### src/rtl/led_pattern_engine_pkg.sv
`timescale 1ns/1ps
`default_nettype none
// ============================================================================
//  Package     : led_pkg
//  Description : Shared types and helpers for the LED pattern engine:
//                pattern mode encoding, bounce direction and the seed value
//                loaded into the LED register when a mode is entered.
//  Revision    : 1.0 - initial release
// ============================================================================
package led_pkg;

    typedef enum logic [1:0] {
        ROT_L  = 2'd0,
        ROT_R  = 2'd1,
        BOUNCE = 2'd2,
        FILL   = 2'd3
    } mode_e;

    typedef enum logic [0:0] {
        DN = 1'b0,
        UP = 1'b1
    } dir_e;

    // Seed pattern for a mode, returned 32 bits wide; the caller truncates to
    // its LED width. Rotations and bounce start from the MSB one-hot, fill
    // starts empty.
    function automatic logic [31:0] seed(input mode_e m, input int unsigned w);
        if (m == FILL) begin
            return 32'd0;
        end
        return 32'(1) << (w - 1);
    endfunction

endpackage
`default_nettype wire

### src/rtl/led_pattern_engine_prescaler.sv
`timescale 1ns/1ps
`default_nettype none
// ============================================================================
//  Module      : led_prescaler
//  Description : Free-running terminal counter that requests one pattern
//                advance every LIMIT+1 enabled cycles. Holds its count while
//                disabled so a paused period resumes where it stopped.
//  Ports       : clk_in    - system clock
//                resetn_in - asynchronous active-low reset
//                enable_in - count when high, hold when low
//                clear_in  - synchronous return to zero (wins over counting)
//                adv_out   - high in the cycle the count sits at LIMIT
//  Revision    : 1.0 - initial release
// ============================================================================
module led_prescaler #(
    parameter int LIMIT = 12_500_000,
    parameter int CTR_W = 32
) (
    input  logic clk_in,
    input  logic resetn_in,
    input  logic enable_in,
    input  logic clear_in,
    output logic adv_out
);

    localparam logic [CTR_W-1:0] C_LIMIT = CTR_W'(LIMIT);

    logic [CTR_W-1:0] ctr_q;
    logic [CTR_W-1:0] ctr_d;
    logic             w_at_limit;

    assign w_at_limit = (ctr_q == C_LIMIT);
    assign adv_out    = enable_in && w_at_limit;

    always_comb begin
        ctr_d = ctr_q;
        if (clear_in) begin
            ctr_d = '0;
        end else if (enable_in) begin
            ctr_d = w_at_limit ? '0 : ctr_q + CTR_W'(1);
        end
    end

    always_ff @(posedge clk_in or negedge resetn_in) begin
        if (!resetn_in) begin
            ctr_q <= '0;
        end else begin
            ctr_q <= ctr_d;
        end
    end

endmodule
`default_nettype wire

### src/rtl/led_pattern_engine.sv
`timescale 1ns/1ps
`default_nettype none
// ============================================================================
//  Module      : led_pattern_engine
//  Description : Drives a WIDTH-bit LED bank with one of four runtime
//                selectable patterns (rotate left, rotate right, bounce,
//                fill), advanced by an internal prescaler or by single steps
//                while paused.
//  Ports       : clk_in    - system clock
//                resetn_in - asynchronous active-low reset
//                mode_in   - pattern select (ROT_L, ROT_R, BOUNCE, FILL)
//                enable_in - 1 = free-running, 0 = paused
//                step_in   - one advance per cycle held high while paused
//                leds      - registered LED drive
//                tick_out  - one-cycle pulse with each newly advanced value
//  Revision    : 1.0 - initial release
// ============================================================================
module led_pattern_engine
    import led_pkg::*;
#(
    parameter int WIDTH = 8,
    parameter int LIMIT = 12_500_000,
    parameter int CTR_W = 32
) (
    input  logic             clk_in,
    input  logic             resetn_in,
    input  logic [1:0]       mode_in,
    input  logic             enable_in,
    input  logic             step_in,
    output logic [WIDTH-1:0] leds,
    output logic             tick_out
);

    localparam logic [WIDTH-1:0] C_MSB_HOT = WIDTH'(1) << (WIDTH - 1);

    mode_e            mode_q, mode_d;
    dir_e             dir_q,  dir_d;
    logic [WIDTH-1:0] leds_q, leds_d;
    logic             tick_q, tick_d;

    mode_e            w_mode_in;
    logic             w_mode_change;
    logic             w_presc_adv;
    logic             w_adv;

    assign w_mode_in     = mode_e'(mode_in);
    assign w_mode_change = (w_mode_in != mode_q);
    // Steps only count while paused; when running they are ignored.
    assign w_adv         = w_presc_adv || (!enable_in && step_in);

    led_prescaler #(
        .LIMIT (LIMIT),
        .CTR_W (CTR_W)
    ) u_prescaler (
        .clk_in    (clk_in),
        .resetn_in (resetn_in),
        .enable_in (enable_in),
        .clear_in  (w_mode_change),
        .adv_out   (w_presc_adv)
    );

    always_comb begin
        mode_d = mode_q;
        dir_d  = dir_q;
        leds_d = leds_q;
        tick_d = 1'b0;
        if (w_mode_change) begin
            // Mode switch restarts the pattern and drops any coincident advance.
            mode_d = w_mode_in;
            dir_d  = DN;
            leds_d = WIDTH'(seed(w_mode_in, WIDTH));
        end else if (w_adv) begin
            tick_d = 1'b1;
            case (mode_q)
                ROT_L:   leds_d = {leds_q[WIDTH-2:0], leds_q[WIDTH-1]};
                ROT_R:   leds_d = {leds_q[0], leds_q[WIDTH-1:1]};
                BOUNCE: begin
                    // Turn around at each end so endpoints show only once.
                    if (dir_q == DN) begin
                        if (leds_q[0]) begin
                            leds_d = leds_q << 1;
                            dir_d  = UP;
                        end else begin
                            leds_d = leds_q >> 1;
                        end
                    end else begin
                        if (leds_q[WIDTH-1]) begin
                            leds_d = leds_q >> 1;
                            dir_d  = DN;
                        end else begin
                            leds_d = leds_q << 1;
                        end
                    end
                end
                FILL:    leds_d = (&leds_q) ? '0 : {leds_q[WIDTH-2:0], 1'b1};
                default: leds_d = leds_q;
            endcase
        end
    end

    always_ff @(posedge clk_in or negedge resetn_in) begin
        if (!resetn_in) begin
            mode_q <= ROT_L;
            dir_q  <= DN;
            leds_q <= C_MSB_HOT;
            tick_q <= 1'b0;
        end else begin
            mode_q <= mode_d;
            dir_q  <= dir_d;
            leds_q <= leds_d;
            tick_q <= tick_d;
        end
    end

    assign leds     = leds_q;
    assign tick_out = tick_q;

endmodule
`default_nettype wire

### config.mk
export PLATFORM = sky130hd
export DESIGN_NAME = led_pattern_engine
export DESIGN_NICKNAME = d
export VERILOG_FILES = /design/src/rtl/led_pattern_engine_pkg.sv /design/src/rtl/led_pattern_engine_prescaler.sv /design/src/rtl/led_pattern_engine.sv
export SDC_FILE = /design/constraint.sdc
export NUM_CORES = 1
export LEC_CHECK = 0
export CAP_MARGIN = 10
export CORE_ASPECT_RATIO = 1.2
export CORE_MARGIN = 2
export CORE_UTILIZATION = 40
export DETAILED_ROUTE_END_ITERATION = 16
export PLACE_DENSITY_LB_ADDON = 0.25
export SETUP_SLACK_MARGIN = 0.4
export SKIP_LAST_GASP = 1
export SLEW_MARGIN = 20
export SYNTH_ARGS = -nofsm -noshare
export SYNTH_HDL_FRONTEND = slang
export SYNTH_SLANG_ARGS = --single-unit
### constraint.sdc
create_clock -name clk_in -period 3.5 [get_ports clk_in]
set_clock_uncertainty 0.2 [all_clocks]
set_input_delay 1.05 -clock clk_in [delete_from_list [all_inputs] [get_ports clk_in]]
set_output_delay 1.05 -clock clk_in [all_outputs]
set_load 0.02 [all_outputs]
Yosys cells after proc, flatten, opt, wreduce, memory -nomap -nowiden
Index checks and enable logic that the tools add are counted.
Widths: inputs -> output; s select.
- register bits after elaboration: 44
- latch bits: 0
- RAM bits: 0
- bits in read-only memories: 0
- bits of input ports: 6
- output and inout bits: 9
- word-level logic and storage cells: 44
- memories kept: 0
- add/sub/neg operators: 1
- multiply operators: 0
- div/mod/pow operators: 0
- magnitude comparators: 0
- equal/unequal tests: 6
- shift-type cells: 0
- multiplexer cells: 22
- bitwise logic cells: 0
- reduce and logical (&&, ||, !) cells: 10
- operators by type and width (kind ; count):
    $mux 32 ; 3
    $mux 8 ; 8
    $add 32x1->32 const B ; 1
    $eq 32x24->1 const B ; 1
    $pmux 8 s4 ; 1
    $mux 1 ; 10
    $reduce_and 8->1 ; 1
    $eq 2x2->1 const B ; 3
    $reduce_bool 2->1 ; 3
    $eq 2x1->1 const B ; 1
    $logic_and 1x1->1 ; 2
    $logic_not 2->1 ; 1
    $ne 2x2->1 ; 1
    $reduce_and 2->1 ; 1
    $logic_not 1->1 ; 1
    $logic_or 1x1->1 ; 1

Longest topological paths before layout
Gate-level depths: netlist (run 1).
- depth in word-level cells: 5
- mapped depth: 9
- mapped depth without buffers: 7

Modules after synthesis
A second synthesis (run 1) with hierarchy kept.
- cell total of the unflattened synthesis: 279
- area total of the unflattened synthesis: 2572.5 µm²
- modules (own cells, without submodules) (module ; instances ; cells each ; area an instance (µm²) ; sequential area each (µm²)):
    led_prescaler ; 1 ; 192 ; 1785.5 ; 800.8
    led_pattern_engine ; 1 ; 87 ; 787.0 ; 301.5

Worst setup path after synthesis (run 1)
No wires, ideal clock.
- path kind: input port to flip-flop
- start: in enable_in
- end: reg u_prescaler.ctr_q[26]
- library setup time: 0.082 ns
- data arrival time: 2.177 ns
- data required time: 3.218 ns
- setup slack: 1.041 ns
- cell stages on the path: 6
- buffers on the path: 2
- cells stage by stage: buf_1 nand3_1 a21oi_2 clkbuf_1 a41oi_1 a31oi_1
- word-level cells in the longest chain between the ends: 1
- ends and longest elaborated chain (item ; line ; text):
    start: declaration ; led_pattern_engine.sv:28 ; input logic enable_in,
    $reduce_bool 2->1 (no source line) ; - ;
    end signal: assignment ; led_pattern_engine_prescaler.sv:48 ; ctr_q <= ctr_d;
    end: declaration ; led_pattern_engine_prescaler.sv:28 ; logic [CTR_W-1:0] ctr_q;
Every way passes these cells.
A chain may end at the register's enable or synchronous reset.

Worst setup path after layout (run 1)
- start: in mode_in[0]
- end: reg u_prescaler.ctr_q[14]
- word-level cells in the longest chain between the ends: 2
- elaborated cells between the ends (all ways): 3
- those cells by class: eq/ne: 1; mux: 1; reduce/logical: 1
- ends and longest elaborated chain (item ; line ; text):
    start: declaration ; led_pattern_engine.sv:27 ; input logic [1:0] mode_in,
    $ne 2x2->1 * ; led_pattern_engine.sv:47 ; assign w_mode_change = (w_mode_in != mode_q);
    $mux 32 / $reduce_bool 2->1 (equally long branches) ; - ;
Every way passes the cells marked *; elsewhere a longest branch is shown, timed or not.

==> flow_summary_export.csv, run 1 <==
group,metric,value,unit
synth,ys_seq_area_frac,0.4171,
sta,slew_viol_final,0,
synth,syn-mean-instance-area,8.750,sq um
clock_tree,cts.sinks,44,
finish,layout-drive-gt1-share,0.06752,
setup_path,crit_chain,"clkdlybuf4s50_1 -> xnor2_1 -> nand2_1 -> or2_2 -> o21ai_0 -> a22o_1",
run_status,status,"complete, no violations",
clock_tree,clk_latency,0.29,ns
global_route,grt_pass1_vias,2274,
global_route,met3_usage,0.02896,
die,ios,15,
setup_path,cp.required,3.48,ns
die,initial_utilization,0.4125,
sta,setup_viol,0,
place,dp_hpwl,4.237,mm
pwr,leakage,1.122,nW
synth,syn-instance-count,302,
setup_path,worst-setup-path-type,"input pin to flip-flop",
route,firstDrtPassIters,4,
global_route,grt_max_degree,45,
setup_path,crit_fanout,22,
route,ant_nets,0,
sta,finalCriticalPeriod,2.786,ns
synth,synth_cell_types,54,
route,drtIter0Drc,99,
hold_path,hp-class,"flip-flop to flip-flop",
setup_path,cpLargestDelayFamily,"simple AND/OR/NAND/NOR gates",
die,std_cell_rows,32,
global_route,met2_usage,0.3211,
route,wire_per_inst,15.70,um
global_route,grt_antenna_before_repair,0,
finish,n_antenna_cell,0,
global_route,use_met1,0.2427,
setup_path,cp-start-kind,"input pin",
route,drcViolationCount,0,
clock_tree,cts_tree,"done",
synth,async_flop_share,1.000,
die,dieArea,0.007275,sq mm
clock_tree,cts-buffers-inserted,5,
sta,finalCritPeriodShare,0.7960,
die,die_w,78.20,um
pwr,power,0.9706,mW
die,core-area,0.006406,sq mm
sta,max_freq,0.3590,GHz
sta,hold_viol_final,0,
die,die_y,93.04,um
route,vias_per_cell,6.003,
route,via_count,2377,
synth,syn_area,0.002643,sq mm
finish,fin_nets,318,
place,port_buffers,14,
global_route,top_usage_layer,"met2",
synth,syn_nets,310,
pwr,p_per_area,330.7,mW/mm^2
sta,rsz0062_at_grt,"no",
setup_path,critPathBufInv,1,
global_route,overflow,0,
clock_tree,htree_num_levels,2,
sta,tightest_slew,0.6990,ns
synth,yosysWarnings,0,
clock_tree,post_cts_buffers,0,
finish,final_common_cell,"dfrtp_1",
clock_tree,clk_pin_slew,0.08,ns
place,globalplace.congestion,0.8761,
synth,synth-seq-cells,44,
clock_tree,cts_root_buffer,"clkbuf_8",
finish,area_growth,11.08,%
global_route,grtUsageTotal,0.1899,
clock_tree,cts_hold_buffers,0,
pwr,ir_worst_vdd,0.1870,mV
sta,max_slew_margin,0.5297,
sta,finalSetupTns,0,ns
setup_path,cpMaxStageDelayCell,"clkdlybuf4s50_1",
synth,synth_flop_cell,"dfrtp_1",
setup_path,end_kind,"flip-flop",
global_route,grt_pass1_wl,11.16,mm
clock_tree,cts_buffer_depth,2,
synth,synth-edff-count,0,
run,maxCapViolations,0,
setup_path,slowest_delay,0.46,ns
setup_path,worstPathArrival,2.77,ns
route,drt_wl_total,6.216,mm
finish,layout_common_cells,"dfrtp_1 (43), nand2_1 (34), a21oi_1 (22)",
clock_tree,cts_resized,0,
==> final timing paths <==
check                                                       start                           endpoint  slack, ns  cells after the start
worst max-delay path                                   mode_in[0]  u_prescaler.ctr_q[14]$_DFFE_PN0P_       0.71                      6
worst min-delay path            u_prescaler.ctr_q[21]$_DFFE_PN0P_  u_prescaler.ctr_q[21]$_DFFE_PN0P_       0.31                      1
worst max register to register   u_prescaler.ctr_q[9]$_DFFE_PN0P_  u_prescaler.ctr_q[14]$_DFFE_PN0P_       0.86                      5
worst min register to register  u_prescaler.ctr_q[21]$_DFFE_PN0P_  u_prescaler.ctr_q[21]$_DFFE_PN0P_       0.31                      1
max in group asynchronous                               resetn_in  u_prescaler.ctr_q[24]$_DFFE_PN0P_       2.17                      1
min in group asynchronous                               resetn_in              mode_q[0]$_DFFE_PN0N_       0.55                      1
==> worst register-to-register path, delay by kind of cell, from the launching register on <==
kind / cells / cell delay [ns]
flip-flops: 1 / 0.46
AO/OA/AOI/OAI: 3 / 0.82
AND/OR/NAND/NOR: 2 / 1.05
==> sequential cells by signal, indices dropped and copies added (netlist names) <==
| name | cells |
|---|---|
| leds | 8 |
| dir_q | 1 |
| u_prescaler.ctr_q | 32 |
| mode_q | 2 |
| tick_out | 1 |
==> area by class of cell <==
cell class | count | area, sq um
fill | 638 | 3471
multi-input combinational | 230 | 1419
sequential | 44 | 1102
timing repair buffer | 17 | 172.7
tap | 85 | 106.4
clock buffer | 8 | 90.09
inverter | 12 | 45.04
==> cell families after synthesis <==
kind of cell,Yosys count,share of synthesized area
AO/OA/AOI/OAI,98,0.2448
XOR/XNOR,2,0.006630
buffers and inverters,28,0.04592
flip-flops,44,0.4171
multiplexers,5,0.01894
adder cells (fa/ha/maj),2,0.009468
AND/OR/NAND/NOR,123,0.2571
==> cell usage after synthesis, types with 3 or more instances <==
cell | n | area [sq um]
a41oi_1 | 4 | 35.03
nand4_1 | 15 | 93.84
a22o_1 | 13 | 113.9
and2_1 | 5 | 31.28
inv_1 | 12 | 45.04
o21ai_0 | 16 | 80.08
nand3_1 | 10 | 50.05
nor2_1 | 18 | 67.56
clkbuf_1 | 12 | 45.04
mux2i_1 | 5 | 50.05
and3_1 | 5 | 31.28
a31oi_1 | 21 | 131.4
nand2_1 | 34 | 127.6
nor3_1 | 6 | 30.03
nor2b_1 | 4 | 25.02
a21oi_1 | 22 | 110.1
and4_1 | 6 | 52.55
dfrtp_1 | 43 | 1076
or3_1 | 3 | 18.77
nand2b_1 | 3 | 18.77
==> report_power, final <==
part | total, mW | switching (mW) | internal (mW)
registers | 0.532 | 0.0146 | 0.518
clock network | 0.326 | 0.165 | 0.161
logic | 0.112 | 0.0692 | 0.0429
==> metrics by stage <==
step | hold slack [ns] | instance area [sq um] | cells | setup WS, ns | util
4_1_cts | 0.3127 | 2933 | 396 | 0.7177 | 0.4578
6_report | 0.3090 | 2935 | 396 | 0.7141 | 0.4582
5_1_grt | 0.3323 | 2935 | 396 | 0.5491 | 0.4582
2_1_floorplan | 0.2642 | 2643 | 302 | 1.041 | -
3_5_place_dp | 0.2999 | 2843 | 388 | 0.4093 | 0.4438
3_3_place_gp | 0.2939 | 2843 | 388 | 0.4690 | 0.4438
==> layer usage <==
layer / wire length [um] / vias up / part of all wire
li1: - / 1161 / -
met1: 2830 / 1153 / 0.46
met2: 3032 / 53 / 0.49
met3: 226 / 10 / 0.036
met4: 125 / 0 / 0.020
met5: 0 / - / 0
Note: power is estimated with default switching activity, not from simulation.
==> run 2, diff against run 1 <==
==> constraint.sdc (replaced) <==
create_clock -name clk_in -period 2.76 [get_ports clk_in]
set_clock_uncertainty 0.2 [all_clocks]
set_input_delay 0.828 -clock clk_in [delete_from_list [all_inputs] [get_ports clk_in]]
set_output_delay 0.828 -clock clk_in [all_outputs]
set_load 0.02 [all_outputs]
==> run 2 against run 1 <==
Net effect: cell count up 6.6%; global-route usage increased by 0.63 points; cell area grew 10%; clock power up 25%; largest power group unchanged; critical path depth rose by 1; register-to-register slack got worse by 0.46 ns; largest cell class unchanged.
==> flow_summary_export.csv, run 2 (synthesis results as in run 1) <==
group,metric,value,unit
run_status,status,"complete, no violations",
setup_path,worstPathArrival,2.35,ns
pwr,p_int,0.9122,mW
global_route,grt_pass1_wl,11.48,mm
place,port_buffers,14,
die,std_cell_rows,32,
sta,fin_ws,0.3991,ns
clock_tree,cts_root_buffer,"clkbuf_8",
sta,rsz0062_at_grt,"yes",
global_route,grt_max_degree,45,
finish,multiInputGateArea,0.001498,sq mm
place,globalplace.congestion,0.7716,
die,ios,15,
setup_path,worst-setup-path-type,"flip-flop to flip-flop",
setup_path,end_kind,"flip-flop",
hold_path,min_from,"u_prescaler.ctr_q[21]$_DFFE_PN0P_",
clock_tree,htree_num_levels,2,
finish,fin_nets,344,
finish,regMostFlops,"u_prescaler.ctr_q",
sta,slew_viol_final,0,
setup_path,timing.rr.start,"u_prescaler.ctr_q[2]$_DFFE_PN0P_",
finish,layout_common_cells,"dfrtp_1 (42), nand2_1 (34), buf_4 (25)",
pwr,leakage,1.329,nW
pwr,seq_power_share,0.535,
route,drt_wl_total,6.930,mm
global_route,grt_pass1_vias,2381,
finish,final_common_cell,"dfrtp_1",
pwr,switching_share,0.2770,
clock_tree,clk_pin_slew,0.09,ns
route,firstDrtPassIters,4,
die,dieArea,0.007275,sq mm
setup_path,startpoint,"u_prescaler.ctr_q[2]$_DFFE_PN0P_",
place,dp_cells,402,
route,wire_per_inst,16.42,um
clock_tree,cts_tree,"done",
route,ant_nets,0,
finish,n_antenna_cell,0,
finish,utilization,0.5045,
route,drtIter0Drc,112,
sta,tightest_slew,0.7657,ns
finish,nFillCells,613,
hold_path,hp-class,"flip-flop to flip-flop",
finish,seq_area,0.001104,sq mm
finish,fin_cells,422,
setup_path,cp.required,2.75,ns
sta,hold_viol_final,0,
clock_tree,cts_buffer_depth,2,
global_route,top_usage_layer,"met2",
pwr,p_per_area,390.4,mW/mm^2
global_route,grt_antenna_before_repair,0,
sta,setup_viol,0,
pwr,ir_worst_vdd,0.2042,mV
clock_tree,clk_latency,0.30,ns
sta,finalCriticalPeriod,2.361,ns
clock_tree,cts.sinks,44,
route,vias_per_cell,5.822,
die,core-area,0.006406,sq mm
route,via_count,2457,
pwr,power_frac_comb,0.143,
global_route,overflow,0,
global_route,grtUsageTotal,0.1962,
die,initial_utilization,0.4125,
run,maxCapViolations,0,
finish,area_growth,22.30,%
finish,layout-drive-gt1-share,0.1780,
sta,finalCritPeriodShare,0.8554,
setup_path,crit_fanout,7,
pwr,p_switching,0.3495,mW
global_route,met2_usage,0.3283,
die,die_y,93.04,um
place,dp_hpwl,4.593,mm
place,place_ws,0.05012,ns
pwr,pwr-share-clk,0.322,
global_route,met3_usage,0.03282,
global_route,use_met1,0.2528,
route,drcViolationCount,0,
sta,finalSetupTns,0,ns
sta,hold_ws,0.3125,ns
finish,largest_reg_flops,32,
sta,max_slew_margin,0.4895,
clock_tree,cts-buffers-inserted,5,
sta,max_freq,0.4236,GHz
setup_path,cp-start-kind,"flip-flop",
die,die_w,78.20,um
## run 2: worst max-delay path, stage by stage, from the launching register on
cell	delay (ns)
dfrtp_1	0.39
or4b_4	0.55
nor4_4	0.33
buf_4	0.19
and3_1	0.16
nor3_1	0.05
buf_4	0.17
a22o_1	0.22
## run 2: final cells by class
type / count / area share
Multi-Input combinational cell: 230 / 0.4634
Clock buffer: 6 / 0.02245
Sequential cell: 44 / 0.3415
Clock inverter: 2 / 0.003871
Inverter: 12 / 0.01394
Timing Repair Buffer: 43 / 0.1220
Tap cell: 85 / 0.03291
## run 2: power groups by stage
stage	Combinational, mW	Sequential [mW]	Clock (mW)
3_3_place_gp	0.159	0.686	0
2_1_floorplan	0.0915	0.684	0
6_report	0.181	0.675	0.406
5_1_grt	0.202	0.677	0.442
4_1_cts	0.160	0.674	0.417
3_5_place_dp	0.160	0.687	0
## run 2: worst paths after layout
path	end	slack, ns	cells after the start
max	leds[4]$_DFFE_PN0P_	0.40	7
min	u_prescaler.ctr_q[21]$_DFFE_PN0P_	0.31	1
max reg2reg	leds[4]$_DFFE_PN0P_	0.40	7
min reg2reg	u_prescaler.ctr_q[21]$_DFFE_PN0P_	0.31	1
max in group asynchronous	u_prescaler.ctr_q[5]$_DFFE_PN0P_	1.37	2
min in group asynchronous	mode_q[0]$_DFFE_PN0N_	0.39	1
## run 2: per-stage QoR
stage | power [mW] | area [sq um]
after floorplan | 0.7758 | 2643
after global placement | 0.8454 | 2960
after detailed placement | 0.8471 | 2960
after CTS | 1.250 | 3080
after global routing | 1.320 | 3232
final | 1.262 | 3232
## run 2: layer usage
metal | wire [um] | vias to the layer above
li1 | - | 1213
met1 | 3065 | 1197
met2 | 3559 | 41
met3 | 216 | 6
met4 | 90 | 0
met5 | 0 | -
## run 2: what timing repair did
item / CTS / global route
hold buffers: 0 / 0
gates cloned: 0 / 2
gates resized for setup: 10 / 15
endpoints found under the setup margin: 24 / 37
pin swaps: 4 / 2
setup buffers: 5 / 5
==> run 3, diff against run 2 <==
--- a/config.mk
+++ b/config.mk
@@ -6,6 +6,8 @@
 export NUM_CORES = 1
 export LEC_CHECK = 0
 export CAP_MARGIN = 10
+export CELL_PAD_IN_SITES_DETAIL_PLACEMENT = 1
+export CELL_PAD_IN_SITES_GLOBAL_PLACEMENT = 1
 export CORE_ASPECT_RATIO = 1.2
 export CORE_MARGIN = 2
 export CORE_UTILIZATION = 40
==> run 3 against run 2 <==
Net effect: critical path depth up 1; utilization rose by 5.8 points; count of clock-buffer cells in the layout stayed put; sequential power about the same; critical endpoint is now u_prescaler.ctr_q[18]$_DFFE_PN0P_; clock power grew 9.9%; worst setup slack got worse by 0.12 ns; largest power group unchanged; first-iteration DRC count decreased by 1.8%; routed wire length increased by 35%; sequential cell count stayed put; critical path type unchanged.
==> flow_summary_export.csv, run 3 (synthesis results as in run 1) <==
group,metric,value,unit
run_status,status,"complete, no violations",
setup_path,end_kind,"flip-flop",
pwr,p_per_area,378.5,mW/mm^2
global_route,grt_pass1_vias,2806,
global_route,grt_pass1_wl,14.17,mm
route,ant_nets,0,
place,port_buffers,14,
setup_path,slowest_delay,0.55,ns
die,ios,15,
sta,finalCriticalPeriod,2.485,ns
global_route,grt_max_degree,19,
finish,final_common_cell,"dfrtp_1",
clock_tree,cts_buffer_depth,2,
clock_tree,cts-buffers-inserted,5,
sta,tightest_slew,0.4337,ns
setup_path,crit_end,"u_prescaler.ctr_q[18]$_DFFE_PN0P_",
sta,max_freq,0.4024,GHz
setup_path,worstPathArrival,2.47,ns
global_route,overflow,0,
setup_path,startpoint,"u_prescaler.ctr_q[9]$_DFFE_PN0P_",
setup_path,timing.rr.start,"u_prescaler.ctr_q[9]$_DFFE_PN0P_",
finish,nFillCells,746,
sta,slew_viol_final,0,
die,initial_utilization,0.4125,
die,core-area,0.006406,sq mm
pwr,leakage,1.473,nW
global_route,met2_usage,0.4756,
hold_path,hp-class,"input pin to async pin",
global_route,grtUsageTotal,0.2520,
clock_tree,clk_pin_slew,0.09,ns
sta,hold_viol_final,0,
finish,fin_cells,440,
finish,area_growth,36.36,%
global_route,use_met1,0.2827,
route,drt_wl_total,9.364,mm
setup_path,crit_fanout,5,
clock_tree,clk_latency,0.31,ns
setup_path,worst-setup-path-type,"flip-flop to flip-flop",
finish,final_area,0.003603,sq mm
finish,largest_reg_flops,32,
clock_tree,htree_num_levels,2,
setup_path,cp.required,2.75,ns
route,drcViolationCount,0,
place,placed_cell_area,0.002990,sq mm
finish,regMostFlops,"u_prescaler.ctr_q",
sta,rsz0062_at_grt,"yes",
sta,finalCritPeriodShare,0.9004,
route,via_count,2713,
sta,max_slew_margin,0.7109,
die,std_cell_rows,32,
place,globalplace.congestion,0.7954,
place,dp_hpwl,5.476,mm
route,firstDrtPassIters,4,
setup_path,cpMaxStageDelayCell,"or4_4",
setup_path,cp-start-kind,"flip-flop",
global_route,grt_antenna_before_repair,0,
route,drtIter0Drc,110,
clock_tree,cts.sinks,44,
global_route,met3_usage,0.03668,
setup_path,r2r_setup_slack,0.27,ns
pwr,ir_worst_vdd,0.1770,mV
finish,layout_common_cells,"dfrtp_1 (41), buf_4 (36), nand2_1 (33)",
setup_path,reg2reg_depth,8,
clock_tree,cts_root_buffer,"clkbuf_8",
setup_path,r2r-end,"u_prescaler.ctr_q[18]$_DFFE_PN0P_",
finish,layout-drive-gt1-share,0.2732,
route,vias_per_cell,6.166,
sta,setup_viol,0,
finish,n_antenna_cell,0,
route,wire_per_inst,21.28,um
setup_path,crit_chain,"or4_4 -> nor4_4 -> buf_4 -> a21oi_4 -> buf_4 -> buf_16 -> a31oi_1 -> a21oi_1",
die,die_w,78.20,um
die,die_y,93.04,um
run,maxCapViolations,0,
clock_tree,cts_tree,"done",
finish,fin_nets,362,
setup_path,path_common_cell,"buf_4",
global_route,top_usage_layer,"met2",
die,dieArea,0.007275,sq mm
place,dp_cells,405,
-- run 3: through the flow --
| step | worst slack, ns | total power [mW] | utilization | TNS, ns | hold WS (ns) |
|---|---|---|---|---|---|
| 3_5_place_dp | -0.01259 | 0.8529 | 0.4668 | -0.01400 | 0.3049 |
| 5_1_grt | 0.1968 | 1.415 | 0.5625 | 0 | 0.2697 |
| 4_1_cts | 0.3227 | 1.331 | 0.5203 | 0 | 0.2701 |
| 2_1_floorplan | 0.4381 | 0.7758 | - | 0 | 0.2642 |
| 6_report | 0.2748 | 1.364 | 0.5625 | 0 | 0.2433 |
| 3_3_place_gp | 0.02672 | 0.8505 | 0.4668 | 0 | 0.2995 |
-- run 3: timing repair --
action	in CTS	in global routing
setup endpoints to repair	34	38
setup buffers	9	12
endpoints found under the hold margin	0	0
hold buffers	0	0
gates resized for setup	23	33
gates cloned	4	2
pin swaps	8	20
-- run 3: routing by layer --
metal,part of all wire,vias up
met3,0.038,17
met5,0,-
met1,0.39,1374
met4,0.033,0
li1,-,1249
met2,0.54,73
-- run 3: cell type report --
class,instances,area (sq um),share of cell area
Multi-Input combinational cell,230,1605,0.4455
Inverter,12,45.04,0.01250
Clock inverter,2,10.01,0.002778
Clock buffer,6,82.58,0.02292
Timing Repair Buffer,61,649.4,0.1802
Sequential cell,44,1105,0.3066
Tap cell,85,106.4,0.02951
-- run 3: worst min path at each step --
stage	end	slack (ns)
detailed placement	u_prescaler.ctr_q[21]$_DFFE_PN0P_	0.30
floorplan	u_prescaler.ctr_q[15]$_DFFE_PN0P_	0.26
CTS	dir_q$_DFFE_PN0P_	0.27
global placement	u_prescaler.ctr_q[21]$_DFFE_PN0P_	0.30
global route	dir_q$_DFFE_PN0P_	0.27
finish	dir_q$_DFFE_PN0P_	0.24
-- run 3: report_power, final --
part | switching [mW] | internal [mW] | total (mW) | leakage, nW
logic | 0.125 | 0.118 | 0.243 | 0.820
registers | 0.0182 | 0.657 | 0.675 | 0.602
clock network | 0.246 | 0.200 | 0.446 | 0.0510
-- run 3: critical path, delay by kind of cell, from the launching register on --
kind,cells,cell delay (ns)
buf+inv,3,0.49
simple gates,2,0.94
compound gates,3,0.31
flops,1,0.41
==> variant: new RTL, flow settings as in run 3 <==
Compare `ctr_q` against `C_LIMIT` with >= in place of ==.
--- a/src/rtl/led_pattern_engine_prescaler.sv
+++ b/src/rtl/led_pattern_engine_prescaler.sv
@@ -29,7 +29,7 @@
     logic [CTR_W-1:0] ctr_d;
     logic             w_at_limit;
 
-    assign w_at_limit = (ctr_q == C_LIMIT);
+    assign w_at_limit = (ctr_q >= C_LIMIT);
     assign adv_out    = enable_in && w_at_limit;
 
     always_comb begin
Function: same outputs for any inputs over 10 cycles, from zero or initial values and one cycle with resetn_in low; that may be too few to reach the edited logic, so the function may still have changed.
==> variant against run 3 <==
- synthesized area up 0.71%
- wire length down 10%
- worst setup slack better by 170 ps
- count of clock-buffer cells in the layout up 1
- sequential share of layout area up 1.9 points
- sequential cell count unchanged
- power down 0.19%
- cell area down 5.9%
- global-route usage down 0.80 points
==> variant: results (changes against run 3) <==
worst_setup_path:
  cpPeakStageDelay_ps: 610  # +60 ps
  cp_slowest_cell: "clkdlybuf4s50_1"
  worstPathMaxFanout: 2  # -3
  path_delay_family: "buffers and inverters"
  crit_arrival_ps: 1280  # -1190 ps
route:
  wl_met2_um: 4439  # -13%
  wirelength_met1_um: 3567  # -1.1%
  num_vias: 2569  # -5.3%
  drc: 0  # unchanged
  met3_length_um: 245  # -32%
  drtIter0Drc: 87  # -21%
  wire_per_inst_um: 19.91  # -6.4%
placement:
  place_hpwl_um: 5230  # -4.5%
  gp_congestion: 0.8737  # +9.8%
  placed_area_um2: 3018  # +0.92%
clock_tree:
  ctsResizeCount: 35  # +52%
  cts.sinks: 44  # unchanged
  clk_latency_ps: 310  # about the same
  numCtsBuffers: 5  # unchanged
  cts_max_path_buffers: 2  # unchanged
  postCtsSetupRepairBufs: 5  # -4
  cts_htree_levels: 2  # unchanged
cells_and_area:
  multi_input_area_um2: 1513  # -5.8%
  drive_gt1_frac: 0.2130  # -0.06022
  final-clk-cell-share: 0.02769  # +0.001991
  multiInputCombCellCount: 223  # -3.0%
  fillerInstances: 747  # +0.13%
  clock_buffers: 7  # +1
  post-route-cell-area_um2: 3390  # -5.9%
  nNetsFinal: 345  # -4.7%
  nonClkBufAreaFrac: 0.1595  # -0.02074
  regArea_um2: 1102  # -0.23%
  inverters_excl_clock: 9  # -3
  largest_register: "u_prescaler.ctr_q"
  num-nonclk-buffers: 54  # -11%
synthesis:
  syn_nets: 305  # -1.6%
  synthTopCellsByCount: "43 x dfrtp_1, 25 x a31oi_1, 25 x nand2_1, 22 x nand3_1, 15 x clkbuf_1"
  ys_async_sr_fraction: 1.000  # unchanged
  synth-seq-area-share: 0.4142  # -0.002942
  synth_area_leaders: "dfrtp_1 40%, a31oi_1 5.9%, nand3_1 4.1%, nand2_1 3.5%, o21ai_0 2.4%"
  synth_cell_types: 57  # +5.6%
global_routing:
  met2_usage: 0.4325  # -0.04310
  grt_use_met3: 0.04151  # +0.004826
  grt_max_degree: 45  # +26
  grt_pass1_vias: 2686  # -4.3%
  grt.total_usage: 0.2440  # -0.007966
  grt_pass1_wl_um: 13870  # -2.1%
  use_met1: 0.2933  # +0.01057
power_and_ir_drop:
  ir_drop_uv: 220.3  # +25%
  leakage_nw: 1.455  # -1.2%
sta:
  relSlewSlack: 0.5991  # -0.1117
min_path:
  min_path_type: "reg2reg"
status:
  outcome: "complete, no violations"
variant: power breakdown:
group          total, mW  internal, mW  switching [mW]
combinational      0.253         0.119           0.133
sequential         0.665         0.655         0.00986
clock              0.444         0.204           0.240
total               1.36         0.978           0.383
variant: worst paths after layout:
| check | cells after the start | startpoint | slack [ps] | endpoint |
|---|---|---|---|---|
| min in group asynchronous | 2 | resetn_in | 390 | leds[4]$_DFFE_PN0P_ |
| hold / removal | 1 | u_prescaler.ctr_q[21]$_DFFE_PN0P_ | 320 | u_prescaler.ctr_q[21]$_DFFE_PN0P_ |
| setup reg to reg | 6 | u_prescaler.ctr_q[19]$_DFFE_PN0P_ | 530 | u_prescaler.ctr_q[23]$_DFFE_PN0P_ |
| max in group asynchronous | 2 | resetn_in | 1550 | mode_q[0]$_DFFE_PN0N_ |
| setup / recovery | 1 | leds[6]$_DFFE_PN0P_ | 450 | leds[6] |
| hold reg to reg | 1 | u_prescaler.ctr_q[21]$_DFFE_PN0P_ | 320 | u_prescaler.ctr_q[21]$_DFFE_PN0P_ |
variant: metrics by stage:
stage,setup slack (ps),hold WS [ps],util,power [mW],instances
4_1_cts,412.5,301.3,0.5130,1.357,417
5_1_grt,384.6,342.3,0.5258,1.417,423
2_1_floorplan,272.1,254.5,-,0.7832,297
3_5_place_dp,-343.9,272.2,0.4682,0.8730,400
6_report,449.5,320.8,0.5258,1.361,423
3_3_place_gp,-204.7,270.6,0.4682,0.8690,400
variant: logic make-up after synthesis:
group                    synth area share
AO/OA/AOI/OAI                      0.2285
buffers and inverters             0.05406
AND/OR/NAND/NOR                    0.2544
flip-flops                         0.4142
adder cells (fa/ha/maj)          0.009401
multiplexers                      0.02680
XOR/XNOR                          0.01270
